<file path="src/rtl/scroll_ground.sv">
// Scrolling ground-strip renderer: region test, wrapped ROM addressing, latency-aligned colour out.
// Optional `define SCROLL_GROUND_TRANSP_EN makes ROM colour 12'hF0F transparent.
module scroll_ground #(
  parameter int          X0       = 350,
  parameter int          Y0       = 750,
  parameter int          W        = 740,
  parameter int          H        = 150,
  parameter int          ADDR_W   = 17,
  parameter int          ROM_LAT  = 1,
  parameter logic [11:0] BG_COLOR = 12'h7CC
) (
  input  logic              clk,
  input  logic              rst_n,
  input  logic [10:0]       pos_x,
  input  logic [10:0]       pos_y,
  input  logic              frame_start,
  input  logic              scroll_en,
  input  logic [3:0]        speed,
  output logic [ADDR_W-1:0] rom_addr,
  input  logic [11:0]       rom_data,
  output logic [3:0]        groundr,
  output logic [3:0]        groundg,
  output logic [3:0]        groundb,
  output logic              isground
);

  localparam logic [11:0]       X0_12  = 12'(X0);
  localparam logic [11:0]       Y0_12  = 12'(Y0);
  localparam logic [11:0]       XE_12  = 12'(X0 + W);
  localparam logic [11:0]       YE_12  = 12'(Y0 + H);
  localparam logic [11:0]       W_12   = 12'(W);
  localparam logic [ADDR_W-1:0] W_A    = ADDR_W'(W);

  logic [10:0]       off_reg;
  logic [11:0]       off_sum;
  logic [10:0]       off_next;
  logic              in_region;
  logic [11:0]       dx;
  logic [11:0]       col_sum;
  logic [11:0]       col;
  logic [7:0]        row;
  logic [ADDR_W-1:0] addr_next;
  logic [ROM_LAT:0]  flag_pipe_reg;
  logic              key_hit;
  logic              show;

  // Widen to 12 bits so X0+W / Y0+H never overflow the comparison.
  assign in_region = ({1'b0, pos_x} >= X0_12) && ({1'b0, pos_x} < XE_12) &&
                     ({1'b0, pos_y} >= Y0_12) && ({1'b0, pos_y} < YE_12);

  assign off_sum  = {1'b0, off_reg} + {8'b0, speed};
  assign off_next = (off_sum >= W_12) ? 11'(off_sum - W_12) : off_sum[10:0];

  assign dx        = {1'b0, pos_x} - X0_12;
  assign col_sum   = dx + {1'b0, off_reg};
  assign col       = (col_sum >= W_12) ? (col_sum - W_12) : col_sum;
  assign row       = 8'({1'b0, pos_y} - Y0_12);
  assign addr_next = in_region ? (ADDR_W'(row) * W_A + ADDR_W'(col)) : '0;

  always_ff @(posedge clk or negedge rst_n) begin
    if (!rst_n) begin
      off_reg  <= '0;
      rom_addr <= '0;
    end else begin
      rom_addr <= addr_next;
      if (frame_start && scroll_en)
        off_reg <= off_next;
    end
  end

  // Region flag rides beside the ROM access: one stage with rom_addr, then ROM_LAT more.
  always_ff @(posedge clk or negedge rst_n) begin
    if (!rst_n) flag_pipe_reg[0] <= 1'b0;
    else        flag_pipe_reg[0] <= in_region;
  end

  genvar gi;
  generate
    for (gi = 1; gi <= ROM_LAT; gi++) begin : g_flag
      always_ff @(posedge clk or negedge rst_n) begin
        if (!rst_n) flag_pipe_reg[gi] <= 1'b0;
        else        flag_pipe_reg[gi] <= flag_pipe_reg[gi-1];
      end
    end
  endgenerate

`ifdef SCROLL_GROUND_TRANSP_EN
  assign key_hit = (rom_data == 12'hF0F);
`else
  assign key_hit = 1'b0;
`endif

  assign show = flag_pipe_reg[ROM_LAT] && !key_hit;

  always_ff @(posedge clk or negedge rst_n) begin
    if (!rst_n) begin
      isground <= 1'b0;
      groundr  <= '0;
      groundg  <= '0;
      groundb  <= '0;
    end else begin
      isground <= show;
      {groundr, groundg, groundb} <= show ? rom_data : BG_COLOR;
    end
  end

endmodule

</file>
<file path="config.mk">
export PLATFORM = sky130hd
export DESIGN_NAME = scroll_ground
export DESIGN_NICKNAME = d
export VERILOG_FILES = /design/src/rtl/scroll_ground.sv
export SDC_FILE = /design/constraint.sdc
export NUM_CORES = 1
export LEC_CHECK = 0
export CAP_MARGIN = 20
export CORE_ASPECT_RATIO = 0.6
export CORE_MARGIN = 8
export CORE_UTILIZATION = 40
export CTS_CLUSTER_DIAMETER = 50
export CTS_CLUSTER_SIZE = 30
export DETAILED_ROUTE_END_ITERATION = 12
export GPL_ROUTABILITY_DRIVEN = 0
export HOLD_SLACK_MARGIN = 0.03
export PLACE_DENSITY_LB_ADDON = 0.25
export SYNTH_ARGS = -nofsm -noshare
export SYNTH_HDL_FRONTEND = slang
export SYNTH_SLANG_ARGS = --single-unit
</file>
<file path="constraint.sdc">
create_clock -name clk -period 5.55 [get_ports clk]
set_clock_uncertainty 0.05 [all_clocks]
set_input_delay 1.11 -clock clk [delete_from_list [all_inputs] [get_ports clk]]
set_output_delay 1.11 -clock clk [all_outputs]
set_load 0.01 [all_outputs]
</file>
==> results.py, run 1 <==
metrics = {
    "die": {
        "start_util_pct": 41.0,
        "core_um2": 12000,
        "die_w_um": 159,
        "dieArea_um2": 16200,
        "std_cell_rows": 31,
        "io_pins": 72,
        "dieHeight_um": 102,
    },
    "timing": {
        "fmax_ghz": 0.181,
        "slew_headroom_pct": 56.1,
        "timing.final.crit_period_ns": 5.53,
        "worst_pin_slew_ns": 0.656,
        "rsz0062_at_grt": "yes",
        "final-setup-viol-count": 0,
        "maxSlewViolCount": 0,
        "hold_violations": 0,
        "timing.hold.ws_ns": 0.301,
        "finalCritPeriodShare_pct": 99.7,
    },
    "cts": {
        "cts_tree": "yes",
        "cts_max_path_buffers": 2,
        "cts_made_buffers": 5,
        "clkTransAtPathRegs_ns": 0.07,
        "cts_max_level": 2,
        "clk_latency_ns": 0.29,
        "postCtsHoldBufs": 0,
        "clock_sinks": 43,
        "cts_root_buf": "clkbuf_16",
    },
    "route": {
        "vias": 4690,
        "routed_wl_mm": 14.4,
        "post_drt_wl_per_cell_um": 16.0,
        "drcViolationCount": 0,
        "ant_nets": 0,
        "drt_first_pass_iters": 5,
        "routed_via_density": 5.21,
        "detail_route.iter0.violations": 245,
    },
    "grt": {
        "overflow": 0,
        "top_usage_layer": "met2",
        "grtUsageMet2_pct": 26.8,
        "met3_usage_pct": 3.06,
        "grt_pass1_vias": 4661,
        "grt_pass1_wl_mm": 23.5,
        "antenna_found_initial": 0,
        "grt_usage_pct": 17.4,
        "grt_max_degree": 44,
        "grt_use_met1_pct": 25.5,
    },
    "critical_path": {
        "timing.critical_path.mode_cell": "inv_2",
        "crit_family": "adder cells",
        "rr_startpoint": "off_reg[1]",
        "crit_fanout": 4,
        "crit_arrival_ns": 5.63,
        "path_cells": "buf_12 > ha_4 > a21oi_4 > xnor2_2 > ha_1 > inv_2 > fa_1 > inv_2 > fa_1 > inv_2 > fa_1 > inv_2 > ha_4 > o21ai_1 > nor2_1 > nor2_1 > ha_1 > or3_1 > o211ai_1 > and4bb_2 > xnor3_1 > nor2_1",
        "worst_setup_path_start_kind": "primary input",
        "r2r_end": "rom_addr[16]",
        "cp.required_ns": 5.64,
        "endpoint_kind": "flip-flop",
        "worstSetupPathType": "in -> reg",
        "slowest_delay_ns": 0.52,
        "r2r.worst_path.cells": 24,
        "rrSetupSlack_ns": 0.51,
        "cp.buffers_inverters": 5,
        "critPathSlowestCell": "fa_1",
    },
    "synth": {
        "synth_fa_ha_area_share_pct": 28.0,
        "syn_area_um2": 4930,
        "ys_seq_area_share_pct": 21.8,
        "synth-edff-count": 0,
        "synth_seq_cells": 43,
        "synth_common_cells": "ha_1 (83), inv_1 (64), nor2_1 (46)",
        "synth_top_area_share_pct": 21.8,
        "synthArstFlopShare_pct": 100,
        "syn_area_per_cell_um2": 8.93,
        "synth-xor-area-share_pct": 8.96,
        "synth_top_family_by_area": "adder cells",
        "synthMuxAreaShare_pct": 0.635,
        "synthTopCellsByArea": "dfrtp_1 (22%), ha_1 (21%), fa_1 (6.9%), xnor2_1 (5.3%), inv_1 (4.9%)",
        "synth_compound_area_share_pct": 19.7,
        "ys_types": 67,
        "synthCells": 552,
        "synth_most_common_cell": "ha_1",
        "synth.net_count": 694,
        "yosysTopAreaCell": "dfrtp_1",
        "yosys_warnings": 0,
        "synthFlopType": "dfrtp_1",
        "synth_simple_gate_area_share_pct": 15.1,
    },
    "hold_path": {
        "worst_hold_path.endpoint": "show",
        "hp-start": "flag_pipe_reg[0]",
        "min_path_type": "reg -> reg",
        "hold_depth": 0,
    },
    "layout": {
        "syn2layout_area_growth_pct": 47.3,
        "diodes": 0,
        "largest_register_ffs": 17,
        "fill_cells": 987,
        "layoutNonFillerInstCount": 901,
        "layout-drive-gt1-share_pct": 28.5,
        "fin_nets": 877,
    },
    "run_status": {
        "outcome": "finished clean",
    },
    "run": {
        "drv_cap": 0,
    },
    "placement": {
        "dp_cells": 875,
        "post-dp-hpwl_mm": 11.2,
        "port_buffers": 71,
    },
}
## worst reg2reg max path: stages, from the launching register on
cell and delay (ns):
dfrtp_1 0.37, inv_1 0.11, ha_4 0.28, inv_2 0.04
ha_4 0.16, fa_2 0.39, a211o_1 0.34, a2111o_1 0.41
buf_4 0.16, a31oi_4 0.17, xnor2_2 0.15, a21oi_2 0.05
a31o_1 0.23, buf_12 0.15, xnor2_2 0.13, ha_2 0.19
fa_2 0.37, a21oi_4 0.15, o21ai_2 0.08, a21boi_2 0.16
o21ai_1 0.09, o211ai_1 0.12, and4bb_2 0.28, xnor3_1 0.22
nor2_1 0.05
## worst max path at each step
stage / start / to / slack (ns) / depth (start not counted)
after CTS: pos_y[3] / rom_addr[14] / 0.0005 / 20
after detailed placement: pos_y[1] / rom_addr[16] / -0.86 / 20
after floorplan: pos_y[1] / rom_addr[16] / 0.02 / 21
after global placement: pos_y[1] / rom_addr[16] / -0.68 / 19
after global routing: pos_y[6] / rom_addr[16] / -0.08 / 20
final: pos_y[1] / rom_addr[16] / 0.02 / 22
## routing by layer
layer,vias to the layer above,part of all wire (%)
met1,2237,53
met5,-,0
met4,0,0.40
li1,2309,-
met2,134,42
met3,10,4.9
## cells by family (layout without fill, tap and decap cells)
group	count (synthesis)	after routing
AOI/OAI and AO/OA	139	139
xor gates and xnor gates	48	48
adders and majority gates	100	100
buffers and inverters	73	257
DFF	43	43
muxes	3	3
and+or+nand+nor	146	146
## through the flow
| step | util, % | cell area (um^2) | worst slack, ns | setup TNS (ns) |
|---|---|---|---|---|
| 3_3_place_gp | 55.0 | 6620 | -0.680 | -4.98 |
| 2_1_floorplan | - | 5020 | 0.0182 | 0 |
| 6_report | 60.4 | 7260 | 0.0153 | 0 |
| 3_5_place_dp | 55.0 | 6620 | -0.863 | -6.63 |
| 5_1_grt | 60.4 | 7260 | -0.0832 | -0.160 |
| 4_1_cts | 58.0 | 6980 | 0.000535 | 0 |
## layout by cell type (no fill, tap or decap), drive strengths merged, types with 13 or more instances in the layout
cell type | Yosys | routed
clkdlybuf4s50 | 0 | 61
dfrtp | 43 | 43
nand3 | 16 | 16
fa | 17 | 17
a21oi | 31 | 31
nor2 | 46 | 46
a21o | 16 | 16
inv | 64 | 63
buf | 3 | 118
xnor2 | 31 | 31
o21ai | 26 | 26
xor2 | 16 | 16
and2 | 13 | 13
nand2 | 28 | 28
ha | 83 | 83
## final cells by class
class                           instances  area (um^2)  share of cell area, %
Tap cell                              165          206                   2.84
Multi-Input combinational cell        436         3970                   54.7
Timing Repair Buffer                  185         1590                   21.9
Clock buffer                            5          125                   1.72
Inverter                               64          246                   3.40
Clock inverter                          3         43.8                  0.603
Sequential cell                        43         1080                   14.8
## repair_timing
action / in CTS / in global routing
gates resized for setup: 50 / 53
setup endpoints to repair: 11 / 7
hold endpoints to repair: 0 / 0
pin swaps: 23 / 45
gates cloned: 0 / 0
buffers inserted: 8 / 10
Power of run 1 is left out: the tool's default activity adds up to more than one toggle a clock period on the data nets, which glitch-free logic cannot reach.
==> run 2: changes to the inputs <==
--- a/config.mk
+++ b/config.mk
@@ -5,7 +5,7 @@
 export SDC_FILE = /design/constraint.sdc
 export NUM_CORES = 1
 export LEC_CHECK = 0
-export CAP_MARGIN = 20
+export CAP_MARGIN = 0
 export CORE_ASPECT_RATIO = 0.6
 export CORE_MARGIN = 8
 export CORE_UTILIZATION = 40
==> run 2 against run 1 <==
Net effect:
- hold slack is essentially flat
- critical endpoint unchanged
- critical path depth stayed put
- sequential cell count stayed put
- routed wire length about the same
- register-to-register slack about the same
- clock-buffer cell count did not move
- highest routed layer unchanged
- sequential share of layout area about the same
- global-route usage unchanged
- maximum frequency about the same
- design area down 0.28%
- die area did not move
- utilization decreased by 0.17 points
==> results.py, run 2 (synthesized netlist as in run 1, its figures left out) <==
metrics = {
    "cts": {
        "clkTransAtPathRegs_ns": 0.07,
        "cts_max_level": 2,
        "cts_tree": "yes",
        "clk_latency_ns": 0.29,
        "clock_sinks": 43,
        "cts_max_path_buffers": 2,
        "cts_root_buf": "clkbuf_16",
        "cts_made_buffers": 5,
    },
    "grt": {
        "grt_pass1_vias": 4661,
        "grt_pass1_wl_mm": 23.5,
        "antenna_found_initial": 0,
        "overflow": 0,
        "grt_usage_pct": 17.4,
        "grt_max_degree": 44,
    },
    "layout": {
        "largest_register_ffs": 17,
        "layout-drive-gt1-share_pct": 28.4,
        "syn2layout_area_growth_pct": 46.9,
        "fin_nets": 876,
        "seq_area_um2": 1080,
        "mostFrequentLayoutCells": "buf_4 (110), ha_1 (68), clkdlybuf4s50_1 (61)",
        "final_common_cell": "buf_4",
        "fill_cells": 989,
        "multi_input_area_um2": 3970,
        "diodes": 0,
    },
    "critical_path": {
        "timing.critical_path.mode_cell": "inv_2",
        "slowest_delay_ns": 0.52,
        "cp.required_ns": 5.64,
        "worst_setup_path_start_kind": "primary input",
        "critPathSlowestCell": "fa_1",
        "path_cells": "buf_12 > ha_4 > a21oi_4 > xnor2_2 > ha_1 > inv_2 > fa_1 > inv_2 > fa_1 > inv_2 > fa_1 > inv_2 > ha_4 > o21ai_1 > nor2_1 > nor2_1 > ha_1 > or3_1 > o211ai_1 > and4bb_2 > xnor3_1 > nor2_1",
        "crit_fanout": 4,
        "rrSetupSlack_ns": 0.51,
        "crit_arrival_ns": 5.63,
        "worstSetupPathType": "in -> reg",
        "endpoint_kind": "flip-flop",
    },
    "die": {
        "core_um2": 12000,
        "std_cell_rows": 31,
        "io_pins": 72,
        "die_w_um": 159,
        "dieArea_um2": 16200,
        "dieHeight_um": 102,
        "start_util_pct": 41.0,
    },
    "placement": {
        "pre_cts_slack_ns": -0.863,
        "post-dp-hpwl_mm": 11.2,
        "port_buffers": 71,
    },
    "route": {
        "drt_first_pass_iters": 4,
        "routed_via_density": 5.22,
        "vias": 4698,
        "drcViolationCount": 0,
        "ant_nets": 0,
        "post_drt_wl_per_cell_um": 16.0,
        "detail_route.iter0.violations": 305,
        "routed_wl_mm": 14.4,
    },
    "run_status": {
        "outcome": "finished clean",
    },
    "timing": {
        "timing.hold.ws_ns": 0.302,
        "layout_setup_ws_ns": 0.0161,
        "final-setup-viol-count": 0,
        "fmax_ghz": 0.181,
        "timing.final.crit_period_ns": 5.53,
        "worst_pin_slew_ns": 1.03,
        "hold_violations": 0,
        "slew_headroom_pct": 31.2,
        "tns_ns": 0,
        "maxSlewViolCount": 0,
        "rsz0062_at_grt": "yes",
        "finalCritPeriodShare_pct": 99.7,
    },
    "run": {
        "drv_cap": 0,
    },
    "hold_path": {
        "min_path_type": "reg -> reg",
    },
}
run 2: stage by stage:
stage | util [%] | cells | instance area, um^2
after floorplan | - | 552 | 5020
after global placement | 55.0 | 875 | 6620
after detailed placement | 55.0 | 875 | 6620
after CTS | 58.0 | 891 | 6980
after global routing | 60.2 | 900 | 7240
final | 60.2 | 900 | 7240
run 2: area by class of cell:
class	instances	area share, %
Inverter	64	3.41
Multi-Input combinational cell	436	54.8
Timing Repair Buffer	184	21.7
Clock buffer	5	1.73
Clock inverter	3	0.605
Tap cell	165	2.85
Sequential cell	43	14.9
run 2: what timing repair did:
action,in CTS,in global routing
resized for setup,50,53
endpoints found under the setup margin,11,7
hold endpoints to repair,0,0
hold buffers,0,0
buffers inserted,8,10
pin swaps,23,45
run 2: final timing paths:
check | start | endpoint | depth (start not counted)
min | flag_pipe_reg[0] | show | 0
min reg2reg | flag_pipe_reg[0] | show | 0
max | pos_y[1] | rom_addr[16] | 22
max reg2reg | off_reg[1] | rom_addr[16] | 24
min in group asynchronous | rst_n | rom_addr[10] | 1
max in group asynchronous | rst_n | groundg[0] | 1
run 2: critical path: cells and delay by family:
family / cells / cell delay (ns)
compound gates: 3 / 0.36
xor+xnor: 2 / 0.33
fa+ha+maj: 7 / 2.61
buf+inv: 5 / 0.28
simple gates: 5 / 0.94
run 2: per-layer routing:
metal	GRT usage [%]	routed length (um)	share of wire, %
met4	2.60	65	0.45
met1	25.5	7590	53
met3	3.06	767	5.3
met5	0	0	0
met2	26.8	6010	42
Power of run 2 is left out for the same reason.
==> run 3: changes to the inputs <==
--- a/config.mk
+++ b/config.mk
@@ -7,7 +7,7 @@
 export LEC_CHECK = 0
 export CAP_MARGIN = 0
 export CORE_ASPECT_RATIO = 0.6
-export CORE_MARGIN = 8
+export CORE_MARGIN = 5
 export CORE_UTILIZATION = 40
 export CTS_CLUSTER_DIAMETER = 50
 export CTS_CLUSTER_SIZE = 30
==> run 3 against run 2 <==
Net effect:
- critical endpoint unchanged
- first-iteration DRC count fell by 13%
- clock-buffer cell count grew 1
- design area grew 0.47%
==> results.py, run 3 (synthesized netlist as in run 1, its figures left out) <==
metrics = {
    "timing": {
        "worst_pin_slew_ns": 1.05,
        "final-setup-viol-count": 0,
        "timing.final.crit_period_ns": 5.45,
        "maxSlewViolCount": 0,
        "layout_setup_ws_ns": 0.104,
        "hold_violations": 0,
        "fmax_ghz": 0.184,
        "finalCritPeriodShare_pct": 98.1,
        "slew_headroom_pct": 30.0,
        "rsz0062_at_grt": "yes",
    },
    "route": {
        "drt_first_pass_iters": 5,
        "detail_route.iter0.violations": 264,
        "routed_via_density": 5.23,
        "ant_nets": 0,
        "vias": 4736,
        "routed_wl_mm": 14.3,
        "drcViolationCount": 0,
        "post_drt_wl_per_cell_um": 15.8,
    },
    "grt": {
        "grt_pass1_vias": 4548,
        "grt_usage_pct": 18.8,
        "overflow": 0,
        "grt_max_degree": 44,
        "grt_pass1_wl_mm": 22.5,
        "antenna_found_initial": 0,
    },
    "placement": {
        "dpl-instance-area_um2": 6630,
        "port_buffers": 71,
        "pre_cts_slack_ns": -0.905,
        "post-dp-hpwl_mm": 11.3,
    },
    "die": {
        "dieArea_um2": 14700,
        "std_cell_rows": 31,
        "dieHeight_um": 96.0,
        "io_pins": 72,
        "die_w_um": 153,
        "core_um2": 12100,
        "start_util_pct": 40.8,
    },
    "critical_path": {
        "cp.required_ns": 5.65,
        "crit_arrival_ns": 5.55,
        "crit_fanout": 4,
        "endpoint_kind": "flip-flop",
        "worst_setup_path_start_kind": "primary input",
        "rr_startpoint": "off_reg[1]",
        "worstSetupPathType": "in -> reg",
        "startpoint": "pos_y[1]",
    },
    "layout": {
        "mostFrequentLayoutCells": "buf_4 (114), ha_1 (66), clkdlybuf4s50_1 (62)",
        "fill_cells": 1011,
        "diodes": 0,
        "layout-drive-gt1-share_pct": 29.1,
        "fin_nets": 881,
        "syn2layout_area_growth_pct": 47.6,
        "final_common_cell": "buf_4",
        "final_cell_area_um2": 7270,
        "largest_register_ffs": 17,
    },
    "hold_path": {
        "min_path_type": "reg -> reg",
        "hp-start": "flag_pipe_reg[0]",
    },
    "cts": {
        "clkTransAtPathRegs_ns": 0.07,
        "cts_tree": "yes",
        "cts_root_buf": "clkbuf_16",
        "cts_max_level": 2,
        "postCtsHoldBufs": 0,
        "clock_sinks": 43,
        "cts_max_path_buffers": 2,
        "cts_made_buffers": 5,
        "clk_latency_ns": 0.29,
    },
    "run_status": {
        "outcome": "finished clean",
    },
    "run": {
        "drv_cap": 0,
    },
}
run 3: cell types whose count changed in the layout (fill, tap and decap cells not counted), sizes merged:
cell / change
clkinv: -1
clkdlybuf4s50: +1
buf: +4
clkbuf: +1
bufinv: -1
clkinvlp: +1
run 3: final timing paths:
check / end / depth (start not counted) / slack, ns
hold reg to reg: show / 0 / 0.31
min in group asynchronous: rom_addr[14] / 1 / 0.96
setup reg to reg: rom_addr[10] / 25 / 0.57
setup / recovery: rom_addr[16] / 22 / 0.10
hold / removal: show / 0 / 0.31
max in group asynchronous: groundb[1] / 1 / 3.84
run 3: layout make-up:
type | instances | area (um^2) | area share [%]
Clock buffer | 6 | 129 | 1.77
Multi-Input combinational cell | 436 | 4010 | 55.2
Tap cell | 165 | 206 | 2.84
Inverter | 64 | 244 | 3.36
Clock inverter | 2 | 12.5 | 0.172
Sequential cell | 43 | 1080 | 14.8
Timing Repair Buffer | 189 | 1590 | 21.9
run 3: stage by stage:
step | util, % | hold WS (ns) | cells | TNS (ns)
after floorplan | - | 0.281 | 552 | 0
after global placement | 54.9 | 0.282 | 878 | -5.80
after detailed placement | 54.9 | 0.299 | 878 | -7.50
after CTS | 57.9 | 0.313 | 897 | 0
after global routing | 60.3 | 0.321 | 905 | -0.0798
final | 60.3 | 0.313 | 905 | 0
run 3: per-layer routing:
layer	track usage, %	vias up	share of wire [%]
met5	0	-	0
met1	28.3	2283	50
met4	2.45	0	0.49
li1	-	2325	-
met2	28.6	120	44
met3	3.64	8	5.7
run 3: critical path: stages:
cell      delay (ns)
buf_6           0.11
ha_4            0.18
a21oi_4         0.17
xnor2_2         0.10
ha_1            0.30
inv_2           0.04
fa_1            0.52
inv_2           0.04
fa_1            0.48
inv_2           0.04
fa_1            0.51
inv_2           0.05
ha_4            0.30
o21ai_2         0.07
nor2_2          0.15
nor2_2          0.07
ha_1            0.34
or3_1           0.32
o211ai_1        0.12
and4bb_2        0.28
xnor3_1         0.19
nor2_1          0.04
run 3: repair_timing:
action,in CTS,in global routing
endpoints found under the setup margin,11,7
resized for setup,46,55
pin swaps,28,52
buffers inserted,11,8
Power of run 3 is left out for the same reason.
